`src/rtl/sdram_port_scheduler_if.sv`:
```
// sdram_port_scheduler_if: controller-side and requester-side buses of the SDRAM port scheduler.
interface sdram_port_scheduler_if;
  logic        sdram_cmd_valid, sdram_cmd_ready;
  logic        sdram_rd, sdram_wr, sdram_burst;
  logic [23:0] sdram_addr_x16;
  logic [15:0] sdram_wdata;
  logic [1:0]  sdram_wmask;
  logic        sdram_resp_valid;
  logic [15:0] sdram_rdata;
  logic        sdram_rdy, sdram_ack;
  logic [15:0] rdata_o;
  logic        vid_cmd_valid, vid_ack;
  logic [23:0] vid_addr_x16;
  logic        vid_cmd_ready, vid_rdy, vid_resp_valid;
  logic        cpu_cmd_valid, cpu_wr, cpu_ack;
  logic [23:0] cpu_addr_x16;
  logic [15:0] cpu_wdata;
  logic [1:0]  cpu_wmask;
  logic        cpu_cmd_ready, cpu_rdy, cpu_resp_valid;
  logic        dma_cmd_valid, dma_wr, dma_burst, dma_ack;
  logic [23:0] dma_addr_x16;
  logic [15:0] dma_wdata;
  logic [1:0]  dma_wmask;
  logic        dma_cmd_ready, dma_rdy, dma_resp_valid;
  modport master (
    input  sdram_cmd_ready, sdram_resp_valid, sdram_rdata, sdram_rdy,
    input  vid_cmd_valid, vid_ack, vid_addr_x16,
    input  cpu_cmd_valid, cpu_wr, cpu_ack, cpu_addr_x16, cpu_wdata, cpu_wmask,
    input  dma_cmd_valid, dma_wr, dma_burst, dma_ack, dma_addr_x16, dma_wdata, dma_wmask,
    output sdram_cmd_valid, sdram_rd, sdram_wr, sdram_burst, sdram_addr_x16, sdram_wdata, sdram_wmask,
    output sdram_ack, rdata_o,
    output vid_cmd_ready, vid_rdy, vid_resp_valid,
    output cpu_cmd_ready, cpu_rdy, cpu_resp_valid,
    output dma_cmd_ready, dma_rdy, dma_resp_valid
  );
  modport slave (
    output sdram_cmd_ready, sdram_resp_valid, sdram_rdata, sdram_rdy,
    output vid_cmd_valid, vid_ack, vid_addr_x16,
    output cpu_cmd_valid, cpu_wr, cpu_ack, cpu_addr_x16, cpu_wdata, cpu_wmask,
    output dma_cmd_valid, dma_wr, dma_burst, dma_ack, dma_addr_x16, dma_wdata, dma_wmask,
    input  sdram_cmd_valid, sdram_rd, sdram_wr, sdram_burst, sdram_addr_x16, sdram_wdata, sdram_wmask,
    input  sdram_ack, rdata_o,
    input  vid_cmd_ready, vid_rdy, vid_resp_valid,
    input  cpu_cmd_ready, cpu_rdy, cpu_resp_valid,
    input  dma_cmd_ready, dma_rdy, dma_resp_valid
  );
endinterface

```
`src/rtl/sdram_port_scheduler.sv`:
```
// sdram_port_scheduler: video-priority, CPU/DMA round-robin owner arbitration for one SDRAM controller.
module sdram_port_scheduler #(
  parameter int MAX_VID_RUN = 4,
  parameter int WAIT_CYCLES = 2
) (
  input logic clk_i,
  input logic rst_ni,
  sdram_port_scheduler_if.master bus
);
  typedef enum logic {IDLE, BUSY} state_t;
  typedef enum logic [1:0] {NONE, VID, CPU, DMA} owner_t;
  state_t state, state_nx;
  owner_t owner, sel, cur;
  logic rr_dma, others_pend, accept, owner_ack, busy, rdy_ok;
  logic [3:0] vid_run;
  logic [1:0] wait_cnt;
  always_comb begin
    busy = state == BUSY;
    others_pend = bus.cpu_cmd_valid | bus.dma_cmd_valid;
    sel = NONE;
    if (rst_ni && !busy) begin
      if (bus.vid_cmd_valid && (!others_pend || vid_run < 4'(MAX_VID_RUN))) sel = VID;
      else if (rr_dma) sel = bus.cpu_cmd_valid ? CPU : bus.dma_cmd_valid ? DMA : NONE;
      else sel = bus.dma_cmd_valid ? DMA : bus.cpu_cmd_valid ? CPU : NONE;
    end
    cur = busy ? owner : sel;
    bus.sdram_cmd_valid = sel != NONE;
    accept = (sel != NONE) & bus.sdram_cmd_ready;
    bus.sdram_rd = cur == VID | (cur == CPU & !bus.cpu_wr) | (cur == DMA & !bus.dma_wr);
    bus.sdram_wr = (cur == CPU & bus.cpu_wr) | (cur == DMA & bus.dma_wr);
    bus.sdram_burst = cur == VID | (cur == DMA & bus.dma_burst);
    bus.sdram_addr_x16 = cur == VID ? bus.vid_addr_x16 : cur == DMA ? bus.dma_addr_x16 : bus.cpu_addr_x16;
    bus.sdram_wdata = cur == DMA ? bus.dma_wdata : bus.cpu_wdata;
    bus.sdram_wmask = cur == DMA ? bus.dma_wmask : bus.cpu_wmask;
    bus.vid_cmd_ready = sel == VID & bus.sdram_cmd_ready;
    bus.cpu_cmd_ready = sel == CPU & bus.sdram_cmd_ready;
    bus.dma_cmd_ready = sel == DMA & bus.sdram_cmd_ready;
    rdy_ok = busy & bus.sdram_rdy & wait_cnt == 2'd0;
    bus.vid_rdy = rdy_ok & owner == VID;
    bus.cpu_rdy = rdy_ok & owner == CPU;
    bus.dma_rdy = rdy_ok & owner == DMA;
    bus.vid_resp_valid = busy & owner == VID & bus.sdram_resp_valid;
    bus.cpu_resp_valid = busy & owner == CPU & bus.sdram_resp_valid;
    bus.dma_resp_valid = busy & owner == DMA & bus.sdram_resp_valid;
    owner_ack = owner == VID ? bus.vid_ack : owner == CPU ? bus.cpu_ack : owner == DMA ? bus.dma_ack : 1'b0;
    bus.sdram_ack = busy & owner_ack;
    bus.rdata_o = bus.sdram_rdata;
    state_nx = accept ? BUSY : (busy & owner_ack) ? IDLE : state;
  end
  always_ff @(posedge clk_i or negedge rst_ni) begin
    if (!rst_ni) begin
      state <= IDLE;
      owner <= NONE;
      rr_dma <= 1'b1;
      vid_run <= 4'd0;
      wait_cnt <= 2'd0;
    end else begin
      state <= state_nx;
      if (accept) begin
        owner <= sel;
        wait_cnt <= 2'(WAIT_CYCLES);
        // the run only counts while someone else is waiting
        if (sel == VID) vid_run <= others_pend ? vid_run + 4'(vid_run != 4'd15) : 4'd0;
        else begin
          vid_run <= 4'd0;
          rr_dma <= sel == DMA;
        end
      end else if (busy) begin
        if (wait_cnt != 2'd0) wait_cnt <= wait_cnt - 2'd1;
        if (owner_ack) owner <= NONE;
      end else if (!others_pend) vid_run <= 4'd0;
    end
  end
endmodule

```
`src/flat_wrapper.sv`:
```
// flat-port wrapper written by rule: the top's interface ports become plain ports
module sdram_port_scheduler_flat 
#(
  parameter int MAX_VID_RUN = 4,
  parameter int WAIT_CYCLES = 2
)
  (clk_i, rst_ni, bus_sdram_cmd_ready, bus_sdram_resp_valid, bus_sdram_rdata, bus_sdram_rdy, bus_vid_cmd_valid, bus_vid_ack, bus_vid_addr_x16, bus_cpu_cmd_valid, bus_cpu_wr, bus_cpu_ack, bus_cpu_addr_x16, bus_cpu_wdata, bus_cpu_wmask, bus_dma_cmd_valid, bus_dma_wr, bus_dma_burst, bus_dma_ack, bus_dma_addr_x16, bus_dma_wdata, bus_dma_wmask, bus_sdram_cmd_valid, bus_sdram_rd, bus_sdram_wr, bus_sdram_burst, bus_sdram_addr_x16, bus_sdram_wdata, bus_sdram_wmask, bus_sdram_ack, bus_rdata_o, bus_vid_cmd_ready, bus_vid_rdy, bus_vid_resp_valid, bus_cpu_cmd_ready, bus_cpu_rdy, bus_cpu_resp_valid, bus_dma_cmd_ready, bus_dma_rdy, bus_dma_resp_valid);
  sdram_port_scheduler_if bus_i ();
  input logic clk_i;
  input logic rst_ni;
  input wire logic [$bits(bus_i.sdram_cmd_ready)-1:0] bus_sdram_cmd_ready;
  input wire logic [$bits(bus_i.sdram_resp_valid)-1:0] bus_sdram_resp_valid;
  input wire logic [$bits(bus_i.sdram_rdata)-1:0] bus_sdram_rdata;
  input wire logic [$bits(bus_i.sdram_rdy)-1:0] bus_sdram_rdy;
  input wire logic [$bits(bus_i.vid_cmd_valid)-1:0] bus_vid_cmd_valid;
  input wire logic [$bits(bus_i.vid_ack)-1:0] bus_vid_ack;
  input wire logic [$bits(bus_i.vid_addr_x16)-1:0] bus_vid_addr_x16;
  input wire logic [$bits(bus_i.cpu_cmd_valid)-1:0] bus_cpu_cmd_valid;
  input wire logic [$bits(bus_i.cpu_wr)-1:0] bus_cpu_wr;
  input wire logic [$bits(bus_i.cpu_ack)-1:0] bus_cpu_ack;
  input wire logic [$bits(bus_i.cpu_addr_x16)-1:0] bus_cpu_addr_x16;
  input wire logic [$bits(bus_i.cpu_wdata)-1:0] bus_cpu_wdata;
  input wire logic [$bits(bus_i.cpu_wmask)-1:0] bus_cpu_wmask;
  input wire logic [$bits(bus_i.dma_cmd_valid)-1:0] bus_dma_cmd_valid;
  input wire logic [$bits(bus_i.dma_wr)-1:0] bus_dma_wr;
  input wire logic [$bits(bus_i.dma_burst)-1:0] bus_dma_burst;
  input wire logic [$bits(bus_i.dma_ack)-1:0] bus_dma_ack;
  input wire logic [$bits(bus_i.dma_addr_x16)-1:0] bus_dma_addr_x16;
  input wire logic [$bits(bus_i.dma_wdata)-1:0] bus_dma_wdata;
  input wire logic [$bits(bus_i.dma_wmask)-1:0] bus_dma_wmask;
  output wire logic [$bits(bus_i.sdram_cmd_valid)-1:0] bus_sdram_cmd_valid;
  output wire logic [$bits(bus_i.sdram_rd)-1:0] bus_sdram_rd;
  output wire logic [$bits(bus_i.sdram_wr)-1:0] bus_sdram_wr;
  output wire logic [$bits(bus_i.sdram_burst)-1:0] bus_sdram_burst;
  output wire logic [$bits(bus_i.sdram_addr_x16)-1:0] bus_sdram_addr_x16;
  output wire logic [$bits(bus_i.sdram_wdata)-1:0] bus_sdram_wdata;
  output wire logic [$bits(bus_i.sdram_wmask)-1:0] bus_sdram_wmask;
  output wire logic [$bits(bus_i.sdram_ack)-1:0] bus_sdram_ack;
  output wire logic [$bits(bus_i.rdata_o)-1:0] bus_rdata_o;
  output wire logic [$bits(bus_i.vid_cmd_ready)-1:0] bus_vid_cmd_ready;
  output wire logic [$bits(bus_i.vid_rdy)-1:0] bus_vid_rdy;
  output wire logic [$bits(bus_i.vid_resp_valid)-1:0] bus_vid_resp_valid;
  output wire logic [$bits(bus_i.cpu_cmd_ready)-1:0] bus_cpu_cmd_ready;
  output wire logic [$bits(bus_i.cpu_rdy)-1:0] bus_cpu_rdy;
  output wire logic [$bits(bus_i.cpu_resp_valid)-1:0] bus_cpu_resp_valid;
  output wire logic [$bits(bus_i.dma_cmd_ready)-1:0] bus_dma_cmd_ready;
  output wire logic [$bits(bus_i.dma_rdy)-1:0] bus_dma_rdy;
  output wire logic [$bits(bus_i.dma_resp_valid)-1:0] bus_dma_resp_valid;
  assign bus_i.sdram_cmd_ready = bus_sdram_cmd_ready;
  assign bus_i.sdram_resp_valid = bus_sdram_resp_valid;
  assign bus_i.sdram_rdata = bus_sdram_rdata;
  assign bus_i.sdram_rdy = bus_sdram_rdy;
  assign bus_i.vid_cmd_valid = bus_vid_cmd_valid;
  assign bus_i.vid_ack = bus_vid_ack;
  assign bus_i.vid_addr_x16 = bus_vid_addr_x16;
  assign bus_i.cpu_cmd_valid = bus_cpu_cmd_valid;
  assign bus_i.cpu_wr = bus_cpu_wr;
  assign bus_i.cpu_ack = bus_cpu_ack;
  assign bus_i.cpu_addr_x16 = bus_cpu_addr_x16;
  assign bus_i.cpu_wdata = bus_cpu_wdata;
  assign bus_i.cpu_wmask = bus_cpu_wmask;
  assign bus_i.dma_cmd_valid = bus_dma_cmd_valid;
  assign bus_i.dma_wr = bus_dma_wr;
  assign bus_i.dma_burst = bus_dma_burst;
  assign bus_i.dma_ack = bus_dma_ack;
  assign bus_i.dma_addr_x16 = bus_dma_addr_x16;
  assign bus_i.dma_wdata = bus_dma_wdata;
  assign bus_i.dma_wmask = bus_dma_wmask;
  assign bus_sdram_cmd_valid = bus_i.sdram_cmd_valid;
  assign bus_sdram_rd = bus_i.sdram_rd;
  assign bus_sdram_wr = bus_i.sdram_wr;
  assign bus_sdram_burst = bus_i.sdram_burst;
  assign bus_sdram_addr_x16 = bus_i.sdram_addr_x16;
  assign bus_sdram_wdata = bus_i.sdram_wdata;
  assign bus_sdram_wmask = bus_i.sdram_wmask;
  assign bus_sdram_ack = bus_i.sdram_ack;
  assign bus_rdata_o = bus_i.rdata_o;
  assign bus_vid_cmd_ready = bus_i.vid_cmd_ready;
  assign bus_vid_rdy = bus_i.vid_rdy;
  assign bus_vid_resp_valid = bus_i.vid_resp_valid;
  assign bus_cpu_cmd_ready = bus_i.cpu_cmd_ready;
  assign bus_cpu_rdy = bus_i.cpu_rdy;
  assign bus_cpu_resp_valid = bus_i.cpu_resp_valid;
  assign bus_dma_cmd_ready = bus_i.dma_cmd_ready;
  assign bus_dma_rdy = bus_i.dma_rdy;
  assign bus_dma_resp_valid = bus_i.dma_resp_valid;
  sdram_port_scheduler #(.MAX_VID_RUN(MAX_VID_RUN), .WAIT_CYCLES(WAIT_CYCLES)) u_core (.clk_i(clk_i), .rst_ni(rst_ni), .bus(bus_i));
endmodule
```
`config.mk`:
```
export PLATFORM = sky130hd
export DESIGN_NAME = sdram_port_scheduler_flat
export DESIGN_NICKNAME = d
export VERILOG_FILES = /design/src/rtl/sdram_port_scheduler_if.sv /design/src/rtl/sdram_port_scheduler.sv /design/src/flat_wrapper.sv
export SDC_FILE = /design/constraint.sdc
export NUM_CORES = 1
export LEC_CHECK = 0
export BUFFER_PORTS_ARGS = -buffer_cell sky130_fd_sc_hd__buf_2
export CAP_MARGIN = 20
export CORE_AREA = 2 2 105 66
export CTS_CLUSTER_DIAMETER = 120
export CTS_CLUSTER_SIZE = 14
export DETAILED_ROUTE_END_ITERATION = 7
export DIE_AREA = 0 0 107 68
export PLACE_DENSITY = 0.77
export SYNTH_ARGS = -nofsm -noshare
export SYNTH_HDL_FRONTEND = slang
export SYNTH_SLANG_ARGS = --single-unit
export TNS_END_PERCENT = 1
```
`constraint.sdc`:
```
create_clock -name clk_i -period 2.35 [get_ports clk_i]
set_clock_uncertainty 0.05 [all_clocks]
set_input_delay 0.47 -clock clk_i [delete_from_list [all_inputs] [get_ports clk_i]]
set_output_delay 0.47 -clock clk_i [all_outputs]
set_load 0.01 [all_outputs]
```
==> results of run 1 <==
==> worst reg2reg max path: stages, from the launching register on <==
cell and delay (ns):
dfrtp_2 0.43, o21ai_1 0.15, a22oi_1 0.09, buf_4 0.18, nor4b_1 0.53, o22a_1 0.22
==> routing by layer <==
layer  GRT usage [%]  wire length [µm]
met1            22.8              3150
met2            30.1              3500
met3            4.10               620
met4            2.27                 0
met5               0                 0
==> cell families (layout without fill, tap and decap cells) <==
group           count (synthesis)  in the layout
mux                            52             52
fa+ha+maj                       3              3
buf+inv                        39            207
simple gates                   77             77
xor+xnor                        1              1
compound gates                 52             52
flops                          10             10
==> power by group through the flow <==
stage	clock network [mW]	registers, mW	logic (mW)
after floorplan	0	0.272	1.41
after global placement	0	0.277	2.03
after detailed placement	0	0.280	2.08
after CTS	0.185	0.278	2.36
after global routing	0.194	0.284	2.61
final	0.180	0.279	2.44
==> cells in the final DEF, fill, tap and decap left out, types with 2 or more instances in the layout <==
master	count
buf_2	154
nand2_1	45
mux2_4	38
o211ai_1	36
buf_6	27
nor2_1	14
buf_4	12
mux2_2	11
dfrtp_1	7
nor3_1	6
inv_1	4
and2_1	4
a22o_1	4
mux2i_1	3
ha_1	3
clkbuf_8	3
buf_12	3
dfrtp_2	2
==> final timing paths <==
kind                                                start                        endpoint  slack, ns  depth (start not counted)
max                         u_core.vid_run[3]$_DFFE_PN0P_           bus_sdram_addr_x16[0]      -0.18                          6
min                                                rst_ni   u_core.vid_run[1]$_DFFE_PN0P_       0.16                          2
max reg2reg                 u_core.vid_run[3]$_DFFE_PN0P_   u_core.vid_run[2]$_DFFE_PN0P_       0.63                          5
min reg2reg                u_core.wait_cnt[1]$_DFFE_PN0P_  u_core.wait_cnt[1]$_DFFE_PN0P_       0.45                          1
max in group asynchronous                          rst_ni       u_core.rr_dma$_DFFE_PN1P_       1.87                          2
min in group clk_i         u_core.wait_cnt[1]$_DFFE_PN0P_  u_core.wait_cnt[1]$_DFFE_PN0P_       0.45                          1
==> state kept, by name (all words and copies together) (netlist names) <==
| signal | cells |
|---|---|
| u_core.vid_run | 4 |
| u_core.owner | 2 |
| u_core.wait_cnt | 2 |
| u_core.busy | 1 |
| u_core.rr_dma | 1 |
==> stage by stage <==
stage	hold WS, ns	setup TNS (ns)	util (%)	setup WS, ns	total power, mW
2_1_floorplan	0.124	0	-	0.0110	1.68
3_3_place_gp	0.395	-2.89	46.0	-0.134	2.31
3_5_place_dp	0.399	-3.47	46.0	-0.180	2.37
4_1_cts	0.149	-3.76	50.0	-0.179	2.82
5_1_grt	0.160	-7.19	50.8	-0.246	3.09
6_report	0.156	-4.17	50.8	-0.182	2.89
==> timing repair <==
| item | 4_1_cts | 5_1_grt |
|---|---|---|
| pin swaps | 1 | 1 |
| setup endpoints to repair | 44 | 46 |
| cloned | 1 | 1 |
| gates resized for setup | 34 | 6 |
==> cell type report <==
| cell class | count | area, µm² |
|---|---|---|
| fill | 598 | 3160 |
| clock buffer | 4 | 45.0 |
| tap | 87 | 109 |
| sequential | 10 | 254 |
| multi-input combinational | 185 | 1540 |
| timing repair buffer | 199 | 1290 |
| inverter | 4 | 15.0 |
==> impl_results.md, run 1 <==
- Crit path required time: roughly 1.8 ns
- Cell area after synthesis: roughly 0.0020 mm²
- Relative slew slack: 63.3%
- Total power divided by cell area: 889 mW/mm²
- Initial Util: 30.9%
- GPL Wtd Cong: ~0.8
- Share of flip-flops with an asynchronous set or reset: 100%
- Site row count: 23
- Worst-Margin Slew: roughly 0.54 ns
- Crit share post-route: 108%
- DR WL/cell: between 10 and 15 µm
- Setup Viol. Count Final: between 40 and 50
- Area growth from synthesis to layout: 64.3%
- Top cells by area, synth: mux2_4, o211ai_1, dfrtp_1
- IO Pins: between 200 and 250
- Final #Nets: ~540
- Min setup slack post-route: -0.182 ns
- Core region area: 0.00642 mm²
- CP Buf/Inv Count: 2
- # clock sinks: 10
- RSZ-0062 raised after global routing: true
- Synth top cells by count: nand2_1, mux2_4, o211ai_1
- Routed via count: about 2,500
- Drt total wl: 7.27 mm
- Vias in the first global route: between 2,000 and 2,500
- H-tree levels: 1
- Ant. Diodes: 0
- Max Cap Viol: 0
- Post-CTS setup buffer count: 0
- Largest family of logic cells by synthesized area: multiplexers
- Avg Synthesized Cell Area: between 8 and 9 µm²
- Pre-Repair DR Iteration Count: 4
- Synthesized-area fraction occupied by adder cells: roughly 1.9%
- CTS tree: yes
- Final slew viol count: 0
- Worst-path fanout max: 13
- Worst hold-check path type: in -> async
- CTS root buf: clkbuf_8
- Yosys warning total: 0
- Reg clk slew, reported paths: 0.05 ns
- Post-DP HPWL: 5.66 mm
- Ys flop type: dfrtp_1
- Final hold violations: 0
- Chip height: 68 µm
- Grt ovf: 0
- Die width: approximately 110 µm
- Synth Area in XOR/XNOR: less than 1%
- Leakage power: 1.73 nW
- CP Class: reg -> out
- CP Cell Sequence: nor3b_4, o31a_4, buf_16, mux2_2, mux2_2, buf_6
- Layout cells sized above 1: between 60% and 70%
- Cell Area, Placed: about 0.0030 mm²
- Dpl cells: 483
- Clk buf depth: 2
- Failing checks: setup timing
- Switching power: 1.20 mW
- Netlist cell types: 36
- Yosys reg bits: 10
- Worst Setup Start Kind: flop
- Die area: a little over 0.007 mm²
- Via density per instance: approximately 5.0
- Count leader, synth: nand2_1
- Pin count of the biggest net entering global routing: 25
- Internal: 1.69 mW
- Mux contribution to synthesized area: 36.2%
- Sw Ratio: 41.6%
- Clock Latency Late Sink: between 0.2 and 0.25 ns
- Final min period: about 2.5 ns
- Gate power share: around 84%
- Status: finished, violations left
- Cts bufs inserted: 3
- Crit path top cell by count: mux2_2
- Maximum VDD drop: roughly 0.46 mV
- Register area share after synthesis: 12.7%
- Design area: approximately 0.0033 mm²
- Non-Filler Instances: slightly below 500
- Clk pwr share: about 6.2%
- Syn nets: about 380
- Slowest CP cell: dfrtp_2
- Sequential fraction of design power: 9.6%
- F_max: around 390 MHz
- Setup crit end kind: output pin
- Initial antenna violation count: 0
- Synth Area in Simple Gates: 17.2%
- Remaining DRCs: 0
- Compound-Gate Fraction of Synth Area: 19.6%
- First-pass GRT wire length: between 10 and 15 mm
- 1st-iter DRT viols: 200
- Largest delay share family, worst path: multiplexers
- Synth area leader: mux2_4
- Crit path largest cell delay: approximately 0.43 ns
- Post-synth EDFFs: 0
- CTS Hold Bufs: 0
- Worst EP arrival: ~2 ns
- Global Route Usage Sum: between 15 and 20%
- DRT antenna net count: 0
- Synth Instances: approximately 230
- Yosys top cell area share: 27.3%
- I/O Buffers: around 180
Power figures use the tool's default switching activity.
==> run 2, diff against run 1 <==
--- a/config.mk
+++ b/config.mk
@@ -13,6 +13,7 @@
 export DETAILED_ROUTE_END_ITERATION = 7
 export DIE_AREA = 0 0 107 68
 export PLACE_DENSITY = 0.77
+export RECOVER_POWER = 25
 export SYNTH_ARGS = -nofsm -noshare
 export SYNTH_HDL_FRONTEND = slang
 export SYNTH_SLANG_ARGS = --single-unit
==> run 2 against run 1 <==
Compared with the run above:
- the flow still finishes with violations (setup timing)
- clock-buffer cell count stayed put
- first-iteration DRC count stayed put
- worst setup slack hardly changed
- critical endpoint unchanged
- largest power group unchanged
==> impl_results.md, run 2 (synthesized netlist as in run 1, its figures left out) <==
- Worst Setup Start Kind: flop
- Final slew viol count: 0
- Layout cells sized above 1: between 60 and 70%
- Clock Latency Late Sink: 0.23 ns
- Internal: 1.69 mW
- Setup Viol. Count Final: 43
- # clock sinks: 10
- First-pass GRT wire length: approximately 10 mm
- Pre-Repair DR Iteration Count: 4
- Site row count: 23
- I/O Buffers: about 180
- RSZ-0062 raised after global routing: true
- Final min period: around 2.5 ns
- CP startpoint: u_core.vid_run[3]$_DFFE_PN0P_
- Status: finished, violations left
- Ant. Diodes: 0
- Global Route Usage Sum: between 10% and 20%
- Largest reg by FF count: u_core.vid_run
- Die width: around 110 µm
- Pwr Total: slightly below 3 mW
- Biggest regs: u_core.vid_run: 4 flops, u_core.owner: 2 flops, u_core.wait_cnt: 2 flops
- Post-DP HPWL: around 5.7 mm
- Max Cap Viol: 0
- Clk pwr share: roughly 6.2%
- Min setup slack post-route: -0.182 ns
- Most common cell after layout, fill and taps aside: buf_2
- Maximum VDD drop: ~0.46 mV
- Reg clk slew, reported paths: 0.05 ns
- Die area: roughly 0.0073 mm²
- Sw Ratio: about two fifths
- Leakage power: 1.72 nW
- Setup TNS: -4.19 ns
- Initial Util: 30.9%
- Worst-Margin Slew: approximately 0.54 ns
- Remaining DRCs: 0
- CP Class: reg -> out
- CTS Hold Bufs: 0
- Area growth from synthesis to layout: 64.2%
- H-tree levels: 1
- CTS tree: yes
- Routed via count: 2,461
- Crit path required time: 1.83 ns
- Pin count of the biggest net entering global routing: 25
- Switching power: 1.20 mW
- Crit share post-route: 108%
- Via density per instance: between 5 and 6
- Setup crit end kind: output pin
- Gate power share: between 80% and 90%
- Worst-path fanout max: 13
- Fin Hold WS: between 0.2 and 0.25 ns
- Max reg flops: 4
- Non-Filler Instances: around 490
- F_max: just under 400 MHz
- Vias in the first global route: approximately 2,100
- GPL Wtd Cong: ~0.8
- Drt total wl: 7.27 mm
- 1st-iter DRT viols: 200
- IO Pins: 210
- Worst EP arrival: 2.01 ns
- Initial antenna violation count: 0
- Dpl cells: 483
- Most frequent cells in the layout: buf_2, nand2_1, mux2_4
- Worst r2r src: u_core.vid_run[3]$_DFFE_PN0P_
- Cts bufs inserted: 3
- Relative slew slack: around 63%
- Core region area: around 0.0064 mm²
- Final #Nets: 544
- Total power divided by cell area: ~890 mW/mm²
- Failing checks: setup timing
- Clk buf depth: 2
- Sequential fraction of design power: under 10%
- Chip height: ~70 µm
- Worst hold-check path type: in -> async
- Grt ovf: 0
- Final hold violations: 0
- DR WL/cell: about 15 µm
- DRT antenna net count: 0
- CTS root buf: clkbuf_8
==> run 2: cell types whose count changed in the layout (fill, tap and decap cells not counted), sizes merged <==
cell    previous run  this run
clkbuf             5         6
buf              198       197
==> run 2: power groups by stage <==
stage / Clock, mW / Combinational, mW / Sequential (mW)
finish: 0.180 / 2.44 / 0.279
global route: 0.194 / 2.61 / 0.284
CTS: 0.185 / 2.36 / 0.278
detailed placement: 0 / 2.08 / 0.280
global placement: 0 / 2.03 / 0.277
floorplan: 0 / 1.41 / 0.272
==> run 2: cell type report <==
type,instances,area [µm²]
timing repair buffer,199,1290
multi-input combinational,185,1540
inverter,4,15.0
fill,599,3160
tap,87,109
sequential,10,254
clock buffer,4,45.0
==> run 2: worst max-delay path, cell delays in order, from the launching register on <==
cell and delay (ns):
dfrtp_2 0.43, nor3b_4 0.23, o31a_4 0.20, buf_16 0.17, mux2_2 0.34, mux2_2 0.28
buf_6 0.12
==> run 2: worst paths after layout <==
check | endpoint | slack, ns | cells after the start
worst max-delay path | bus_sdram_addr_x16[0] | -0.18 | 6
worst min-delay path | u_core.vid_run[1]$_DFFE_PN0P_ | 0.21 | 2
worst max register to register | u_core.vid_run[2]$_DFFE_PN0P_ | 0.63 | 5
worst min register to register | u_core.wait_cnt[1]$_DFFE_PN0P_ | 0.45 | 1
max in group asynchronous | u_core.rr_dma$_DFFE_PN1P_ | 1.81 | 2
min in group clk_i | u_core.wait_cnt[1]$_DFFE_PN0P_ | 0.45 | 1
==> run 2: metal layers <==
metal  up-vias  GRT usage [%]  wire, µm
met3         0           4.10       620
met2       138           30.1      3500
met4         0           2.27         0
li1       1170              -         -
met5         -              0         0
met1      1153           22.8      3150
==> run 2: repair_timing <==
action	in CTS	in global routing
gates resized for setup	34	6
endpoints found under the setup margin	44	46
pin swaps	1	1
cloned	1	1
buffers inserted	0	0
==> run 2: through the flow <==
stage | setup WS, ns | utilization (%) | cell area (µm²)
6_report | -0.182 | 50.8 | 3260
3_3_place_gp | -0.134 | 46.0 | 2950
2_1_floorplan | 0.0110 | - | 1980
4_1_cts | -0.179 | 50.0 | 3210
5_1_grt | -0.246 | 50.8 | 3260
3_5_place_dp | -0.180 | 46.0 | 2950
